--- config.mk ---
export PLATFORM = sky130hd
export DESIGN_NAME = seq_burst_scheduler
export DESIGN_NICKNAME = d
export VERILOG_FILES = /design/src/rtl/seq_sched_pkg.sv /design/src/rtl/rr_arbiter.sv /design/src/rtl/seq_burst_scheduler.sv
export SDC_FILE = /design/constraint.sdc
export NUM_CORES = 1
export LEC_CHECK = 0
export BUFFER_PORTS_ARGS = -buffer_cell sky130_fd_sc_hd__buf_2
export CORE_MARGIN = 4
export CORE_UTILIZATION = 50
export CTS_BUF_LIST = sky130_fd_sc_hd__clkbuf_16
export CTS_CLUSTER_DIAMETER = 30
export DETAILED_ROUTE_END_ITERATION = 12
export PLACE_DENSITY_LB_ADDON = 0.08
export RECOVER_POWER = 25
export SLEW_MARGIN = 10
export SYNTH_ARGS = -nofsm -noshare
export SYNTH_HDL_FRONTEND = slang
export SYNTH_HIERARCHICAL = 1
export SYNTH_SLANG_ARGS = --single-unit
--- constraint.sdc ---
create_clock -name clk -period 3.8 [get_ports clk]
set_input_delay 0.38 -clock clk [delete_from_list [all_inputs] [get_ports clk]]
set_output_delay 0.38 -clock clk [all_outputs]
set_load 0.005 [all_outputs]
--- src/rtl/seq_sched_pkg.sv ---
// ==== seq_sched_pkg : shared types for the burst scheduler | rev 1.0 ====
`default_nettype none

package seq_sched_pkg;
  localparam int DATA_W = 8;

  typedef enum logic [1:0] {
    ST_IDLE  = 2'd0,
    ST_BURST = 2'd1,
    ST_DRAIN = 2'd2
  } state_t;
endpackage

`default_nettype wire

--- src/rtl/rr_arbiter.sv ---
// ==== rr_arbiter : combinational round-robin pick, searching upward from rr_ptr | rev 1.0 ====
`default_nettype none

module rr_arbiter #(
  parameter int NUM_REQ = 4,
  parameter int IDX_W   = $clog2(NUM_REQ)
) (
  input  logic [NUM_REQ-1:0] req,
  input  logic [IDX_W-1:0]   rr_ptr,
  output logic [NUM_REQ-1:0] winner,
  output logic [IDX_W-1:0]   winner_idx,
  output logic               any_valid
);

  logic [IDX_W-1:0] sel;

  always_comb begin
    winner     = '0;
    winner_idx = '0;
    any_valid  = 1'b0;
    sel        = '0;
    for (int k = 0; k < NUM_REQ; k++) begin
      sel = IDX_W'((int'(rr_ptr) + k) % NUM_REQ);
      if (!any_valid && req[sel]) begin
        any_valid     = 1'b1;
        winner[sel]   = 1'b1;
        winner_idx    = sel;
      end
    end
  end

endmodule

`default_nettype wire

--- src/rtl/seq_burst_scheduler.sv ---
// ==== seq_burst_scheduler : round-robin sharing of one sequence generator among requesters | rev 1.0 ====
`default_nettype none

module seq_burst_scheduler
  import seq_sched_pkg::*;
#(
  parameter int NUM_REQ = 4,
  parameter int LEN_W   = 4,
  parameter int IDX_W   = $clog2(NUM_REQ)
) (
  input  logic                     clk,
  input  logic                     reset,
  input  logic [NUM_REQ-1:0]       req,
  input  logic [NUM_REQ*LEN_W-1:0] req_len,
  output logic [NUM_REQ-1:0]       grant,
  output logic [NUM_REQ-1:0]       done,
  output logic                     gen_enable,
  input  logic [DATA_W-1:0]        gen_data,
  output logic                     out_valid,
  output logic [DATA_W-1:0]        out_data,
  output logic [IDX_W-1:0]         out_owner
);

  state_t             state, state_nxt;
  logic [LEN_W:0]     cnt;
  logic [IDX_W-1:0]   rr_ptr;
  logic [IDX_W-1:0]   owner;
  logic [NUM_REQ-1:0] arb_onehot;
  logic [IDX_W-1:0]   arb_idx;
  logic               arb_any;
  logic [LEN_W-1:0]   win_len;
  logic [LEN_W:0]     win_cnt;

  rr_arbiter #(
    .NUM_REQ (NUM_REQ),
    .IDX_W   (IDX_W)
  ) u_arb (
    .req        (req),
    .rr_ptr     (rr_ptr),
    .winner     (arb_onehot),
    .winner_idx (arb_idx),
    .any_valid  (arb_any)
  );

  // A zero length field encodes the maximum burst of 2^LEN_W bytes.
  assign win_len = req_len[int'(arb_idx)*LEN_W +: LEN_W];
  assign win_cnt = (win_len == '0) ? {1'b1, {LEN_W{1'b0}}} : {1'b0, win_len};

  always_comb begin
    state_nxt  = state;
    gen_enable = 1'b0;
    done       = '0;
    case (state)
      ST_IDLE:  if (arb_any) state_nxt = ST_BURST;
      ST_BURST: begin
        gen_enable = 1'b1;
        if (cnt == (LEN_W+1)'(1)) state_nxt = ST_DRAIN;
      end
      ST_DRAIN: begin
        done      = grant;
        state_nxt = ST_IDLE;
      end
      default:  state_nxt = ST_IDLE;
    endcase
  end

  always_ff @(posedge clk or negedge reset) begin
    if (!reset) begin
      state     <= ST_IDLE;
      cnt       <= '0;
      rr_ptr    <= '0;
      grant     <= '0;
      owner     <= '0;
      out_valid <= 1'b0;
    end else begin
      state     <= state_nxt;
      out_valid <= gen_enable;
      case (state)
        ST_IDLE: if (arb_any) begin
          grant  <= arb_onehot;
          owner  <= arb_idx;
          cnt    <= win_cnt;
          rr_ptr <= (arb_idx == IDX_W'(NUM_REQ-1)) ? '0 : arb_idx + 1'b1;
        end
        ST_BURST: cnt   <= cnt - 1'b1;
        ST_DRAIN: grant <= '0;
        default: ;
      endcase
    end
  end

  assign out_data  = gen_data;
  assign out_owner = owner;

endmodule

`default_nettype wire

; ---- Yosys cells after proc, flatten, opt, wreduce, memory -nomap -nowiden
; Index checks and enable logic that the tools add are counted.
[totals]
ff_bits = 16
input_bits = 30
[classes]
n_addsub = 5
magnitude_cmp = 8
n_eq_ne = 6
n_shift = 1
muxes = 39
bitwise_logic = 3
n_reduce_logical = 18
[ops]
columns = op, count
row1 = 4-bit two-way mux, 6
row2 = 16-bit by 5-bit variable part select with 4-bit output, 1
row3 = 2-bit two-way mux, 7
row4 = 1-bit two-way mux, 13
row5 = "2-bit by 3-bit less-than comparator with 1-bit output, second input constant", 4
row6 = 4-bit OR, 3
row7 = 5-bit two-way mux, 2
row8 = 5-bit one-hot mux with 2 select lines, 1
row9 = 1-bit binary-select mux with 2-bit select, 4
row10 = 1-bit demux with 2-bit select, 4
row11 = "2-bit by 1-bit greater-or-equal comparator with 1-bit output, second input constant", 4
row12 = 4-bit one-hot mux with 2 select lines, 1
row13 = 2-bit AND reduction, 4
row14 = 1-bit logical AND, 7
row15 = "5-bit by 1-bit == test with 1-bit output, second input constant", 1
row16 = "5-bit by 1-bit subtractor with 5-bit output, second input constant", 1
row17 = "2-bit by 1-bit adder with 2-bit output, second input constant", 2
row18 = "2-bit adder, second input constant", 2
row19 = "2-bit == test, second input constant", 2
row20 = 4-bit logical NOT, 1
row21 = "2-bit != test, second input constant", 2
row22 = 2-bit one-hot mux with 2 select lines, 1
row23 = 2-bit nonzero test, 2
row24 = 1-bit logical NOT, 3
row25 = other kinds (2), 2

; ---- Logic depth before layout (Yosys ltp)
[depth]
word_depth = 17
depth_mapped = 14
ltp_nobuf = 11

; ---- Modules after synthesis
; The synthesis kept the hierarchy.
[modules_own_cells]
columns = mod, instances, cells_each, area_each_um2
row1 = seq_burst_scheduler, 1, 100, 983.4
row2 = rr_arbiter, 1, 45, 421.7

; ---- Least setup slack after synthesis
; No wires, ideal clock.
[synth_path]
path_kind = register to register
from = register rr_ptr[0]
to = register cnt[4]
t_arrival_ns = 3.354
path_slack_ns = 0.381
path_stages_with_launch = 15
path_buffers = 3
period_less_slack_ns = 3.419
cell_sequence = dfrtp_1 -> buf_6 -> inv_1 -> ha_1 -> mux4_2 -> buf_6 -> nor4b_4 -> nor2_1 -> a32o_1 -> buf_6 -> mux2_4 -> or3_1 -> a2111o_1 -> o31ai_1 -> o31a_1
[synth_via]
elab_chain_cells = 17
word_cells_on_any_way = 32
cone_classes = add/sub (3) / eq/ne (1) / shift (1) / mux (19) / reduce/logical (8)
[synth_lines]
columns = element, line
row1 = start: declaration, seq_burst_scheduler.sv:26  ; logic [IDX_W-1:0] rr_ptr;
row2 = start signal: assignment, seq_burst_scheduler.sv:83  ; rr_ptr <= (arb_idx == IDX_W'(NUM_REQ-1)) ? '0 : arb_idx + 1'b1;
row3 = "parallel branches: the longest is 11 deep, another holds 2-bit by 1-bit adder with 2-bit output", -
row4 = 2-bit two-way mux (*), rr_arbiter.sv:24  ; if (!any_valid && req[sel]) begin
row5 = via arb_idx[1], seq_burst_scheduler.sv:29  ; logic [IDX_W-1:0] arb_idx;
row6 = 16-bit by 5-bit variable part select with 4-bit output (*), seq_burst_scheduler.sv:46  ; assign win_len = req_len[int'(arb_idx)*LEN_W +: LEN_W];
row7 = 4-bit logical NOT (*), seq_burst_scheduler.sv:47  ; assign win_cnt = (win_len == '0) ? {1'b1, {LEN_W{1'b0}}} : {1'b0, win_len};
row8 = 5-bit two-way mux (*), seq_burst_scheduler.sv:47
row9 = 5-bit two-way mux (*), seq_burst_scheduler.sv:79  ; ST_IDLE: if (arb_any) begin
row10 = 5-bit one-hot mux with 2 select lines (*), seq_burst_scheduler.sv:78  ; case (state)
row11 = end signal: assignment, seq_burst_scheduler.sv:82  ; cnt <= win_cnt;
row12 = end signal: assignment, seq_burst_scheduler.sv:85  ; ST_BURST: cnt <= cnt - 1'b1;
row13 = end: declaration, seq_burst_scheduler.sv:25  ; logic [LEN_W:0] cnt;
; Mark *: on every way through the listed nets, which the timed path passes. The select of a mux whose other input is x is not followed.
; A chain may end at the register's enable or synchronous reset.

; ---- Final worst setup path
; Same ends and word-level chain as after synthesis.

==> metrics.yaml <==
floorplanning:
  die_width_um: 61.0
  die_area_um2: 3720
  std_cell_rows: 18
  core_um2: 2570
  start_util_pct: 54.7
  io_pins: 50
  die-height_um: 61.0
worst_setup_path:
  max_stage_delay_ps: 660
  r2r_end: "cnt[4]"
  r2r_slack_ps: 210
  startpoint: "rr_ptr[0]"
  crit_required_ps: 3980
  critPathLaunchType: "flop"
  crit_path_top_delay_cell: "mux4_2"
  crit_fanout: 13
  worstPathArrival_ps: 3770
  crit_type: "reg2reg"
  reg2regPathDepth: 10
  crit_chain: "buf_4, mux4_2, nor4b_4, nor2_1, a32o_1, mux2_4, or3_1, a2111o_1, o31ai_1, o31a_1"
  critPathCaptureType: "flop"
  reg2reg_from: "rr_ptr[0]"
drt:
  drtAntennaViolNets: 0
  met1_length_um: 1430
  drt_iter0_drc: 41
  dr.max_layer_used: "met4"
  avgRoutedWirePerCell_um: 16.0
  met2WireLength_um: 1520
  drcViolationCount: 0
  viasPerCell: 6.04
  wl_um: 3220
  vias: 1215
  routed-wl-met3_um: 252
  dr.pass1.iters: 4
finish:
  syn_to_final_growth_pct: 14.0
  n_antenna_cell: 0
  layout.cells.non_filler: 201
  final_nets: 210
  drive_above_1_share_pct: 27.5
timing:
  finClkSkew_ps: 1.45
  maxSlewHeadroom_pct: 40.6
  post-route-period-util_pct: 94.4
  final.setup.tns_ps: 0
  fin_ws_ps: 213
  hold_viol: 0
  fmax_mhz: 279
  rsz0062_at_grt: "no"
  period_minus_slack_ps: 3590
  worstMarginPinSlew_ps: 891
  drv_slew: 0
  finalSetupViolations: 0
logic_synthesis:
  synth.avg_cell_area_um2: 9.69
  ys_seq_elements: 16
  synthArstFlopShare_pct: 100
  synthCells: 145
  ys_seq_area_share_pct: 28.5
  synth_warnings: 6
  ys.flop_type: "dfrtp_1"
  synth_area_um2: 1410
  syn_nets: 183
  yosysUniqueCellTypes: 39
  synth_edf_count: 0
clock_network:
  hold_buffers: 0
  path_clk_slew_ps: 50
  root_buffer: "clkbuf_16"
  post_cts_buffers: 0
  cts_tree: "yes"
  worstSkewPairLatency_ps: 240
  cts_buffers: 3
  htreeDepth: 1
  post_cts_resized: 0
  cts_sinks: 16
  clockBufferDepth: 2
placed_design:
  place_ws_ps: 166
  hpwl_um: 2540
  port_buffers: 33
  gp_congestion: 0.866
  placed_cells: 197
power:
  power_frac_seq_pct: 22.9
  p_comb_share_pct: 62.8
  vdd_drop_max_uv: 557
  powerDensity_nw_per_um2: 897
  clockPowerShare_pct: 14.3
  leakagePower_nw: 0.735
  p_switching_mw: 0.623
  swShare_pct: 43.4
  intPower_mw: 0.813
job:
  max_cap_violations: 0
run_status:
  outcome: "completed"
global_routing:
  grt_max_degree: 17
  grt-ovfl-total: 0
  grt_pass1_vias: 1203
  grt_antenna_before_repair: 0
  grt_pass1_wl_um: 5440
  grt.total_usage_pct: 19.1
worst_hold_path:
  hold_class: "in2async"
==> cell usage in the layout (no fill, tap or decap), types with 8 or more instances in the layout <==
cell / count
nor2_1: 8
nand2_1: 16
dfrtp_1: 15
buf_2: 32
nor2b_1: 8
o21ai_0: 11
ha_1: 8
a22oi_1: 8
==> how the worst max path moves through the flow <==
| stage | to | depth (start not counted) | slack (ps) |
|---|---|---|---|
| final | cnt[4] | 10 | 210 |
| after global routing | cnt[4] | 10 | 50 |
| after CTS | cnt[4] | 11 | 130 |
| after detailed placement | cnt[4] | 11 | 170 |
| after global placement | cnt[4] | 11 | 290 |
| after floorplan | cnt[4] | 14 | 380 |
==> per-stage QoR <==
| stage | power [mW] | utilization (%) | instance area (um^2) | hold slack [ps] |
|---|---|---|---|---|
| final | 1.44 | 62.4 | 1600 | 236 |
| after global routing | 1.57 | 62.4 | 1600 | 315 |
| after CTS | 1.44 | 62.4 | 1600 | 60.0 |
| after detailed placement | 1.23 | 59.3 | 1520 | 323 |
| after global placement | 1.20 | 59.3 | 1520 | 312 |
| after floorplan | 1.07 | - | 1410 | 84.4 |
==> sequential cells by signal, indices dropped and copies added, names as in the netlist <==
name       count
cnt            5
grant          4
out_owner      2
rr_ptr         2
state          2
out_valid      1
==> power groups by stage <==
stage | combinational (mW) | clock, mW | sequential [mW]
after detailed placement | 0.898 | 0 | 0.329
after floorplan | 0.754 | 0 | 0.315
after global placement | 0.872 | 0 | 0.326
final | 0.902 | 0.205 | 0.329
after global routing | 1.01 | 0.215 | 0.344
after CTS | 0.900 | 0.209 | 0.328
==> logic make-up (layout without fill, tap and decap cells) <==
| logic type | count (synthesis) | count (layout) | share of synthesized area [%] |
|---|---|---|---|
| buf+inv | 20 | 46 | 9.26 |
| fa+ha+maj | 8 | 8 | 7.12 |
| flops | 16 | 16 | 28.5 |
| simple gates | 53 | 53 | 21.2 |
| compound gates | 36 | 36 | 17.4 |
| mux | 12 | 12 | 16.6 |
==> worst max-delay path: cells and delay by family (launching register included) <==
kind / cells / cell delay (ps)
compound gates: 4 / 1010
buf+inv: 1 / 230
flops: 1 / 440
mux: 2 / 1000
simple gates: 3 / 840
==> per-layer routing <==
metal	global-route usage [%]	vias up
li1	-	583
met1	24.5	576
met2	33.3	54
met3	4.19	2
met4	4.02	0
met5	0	-
==> area by class of cell <==
cell class	count	area, um^2
Timing Repair Buffer	36	186
Inverter	6	22.5
Tap cell	30	37.5
Sequential cell	16	402
Clock buffer	3	75.1
Clock inverter	1	3.75
Multi-Input combinational cell	109	875
Fill cell	228	966
==> Yosys cell counts (all sizes together), types with 2 or more instances <==
| cell | count | area share [%] |
|---|---|---|
| inv | 6 | 1.6 |
| mux2 | 2 | 1.9 |
| nand2 | 16 | 4.3 |
| dfrtp | 16 | 28 |
| buf | 13 | 7.4 |
| ha | 8 | 7.1 |
| nand3 | 3 | 1.1 |
| and2 | 5 | 2.2 |
| mux4 | 7 | 13 |
| nor2 | 8 | 2.1 |
| a21oi | 5 | 1.8 |
| o31ai | 3 | 1.6 |
| a22oi | 8 | 4.3 |
| a221o | 2 | 1.4 |
| nand2b | 3 | 1.3 |
| nor4b | 2 | 2.3 |
| nor2b | 8 | 3.6 |
| o21ai | 11 | 3.9 |
| mux2i | 3 | 2.1 |
| o211ai | 3 | 1.6 |
Note: power is estimated with default switching activity, not from simulation.
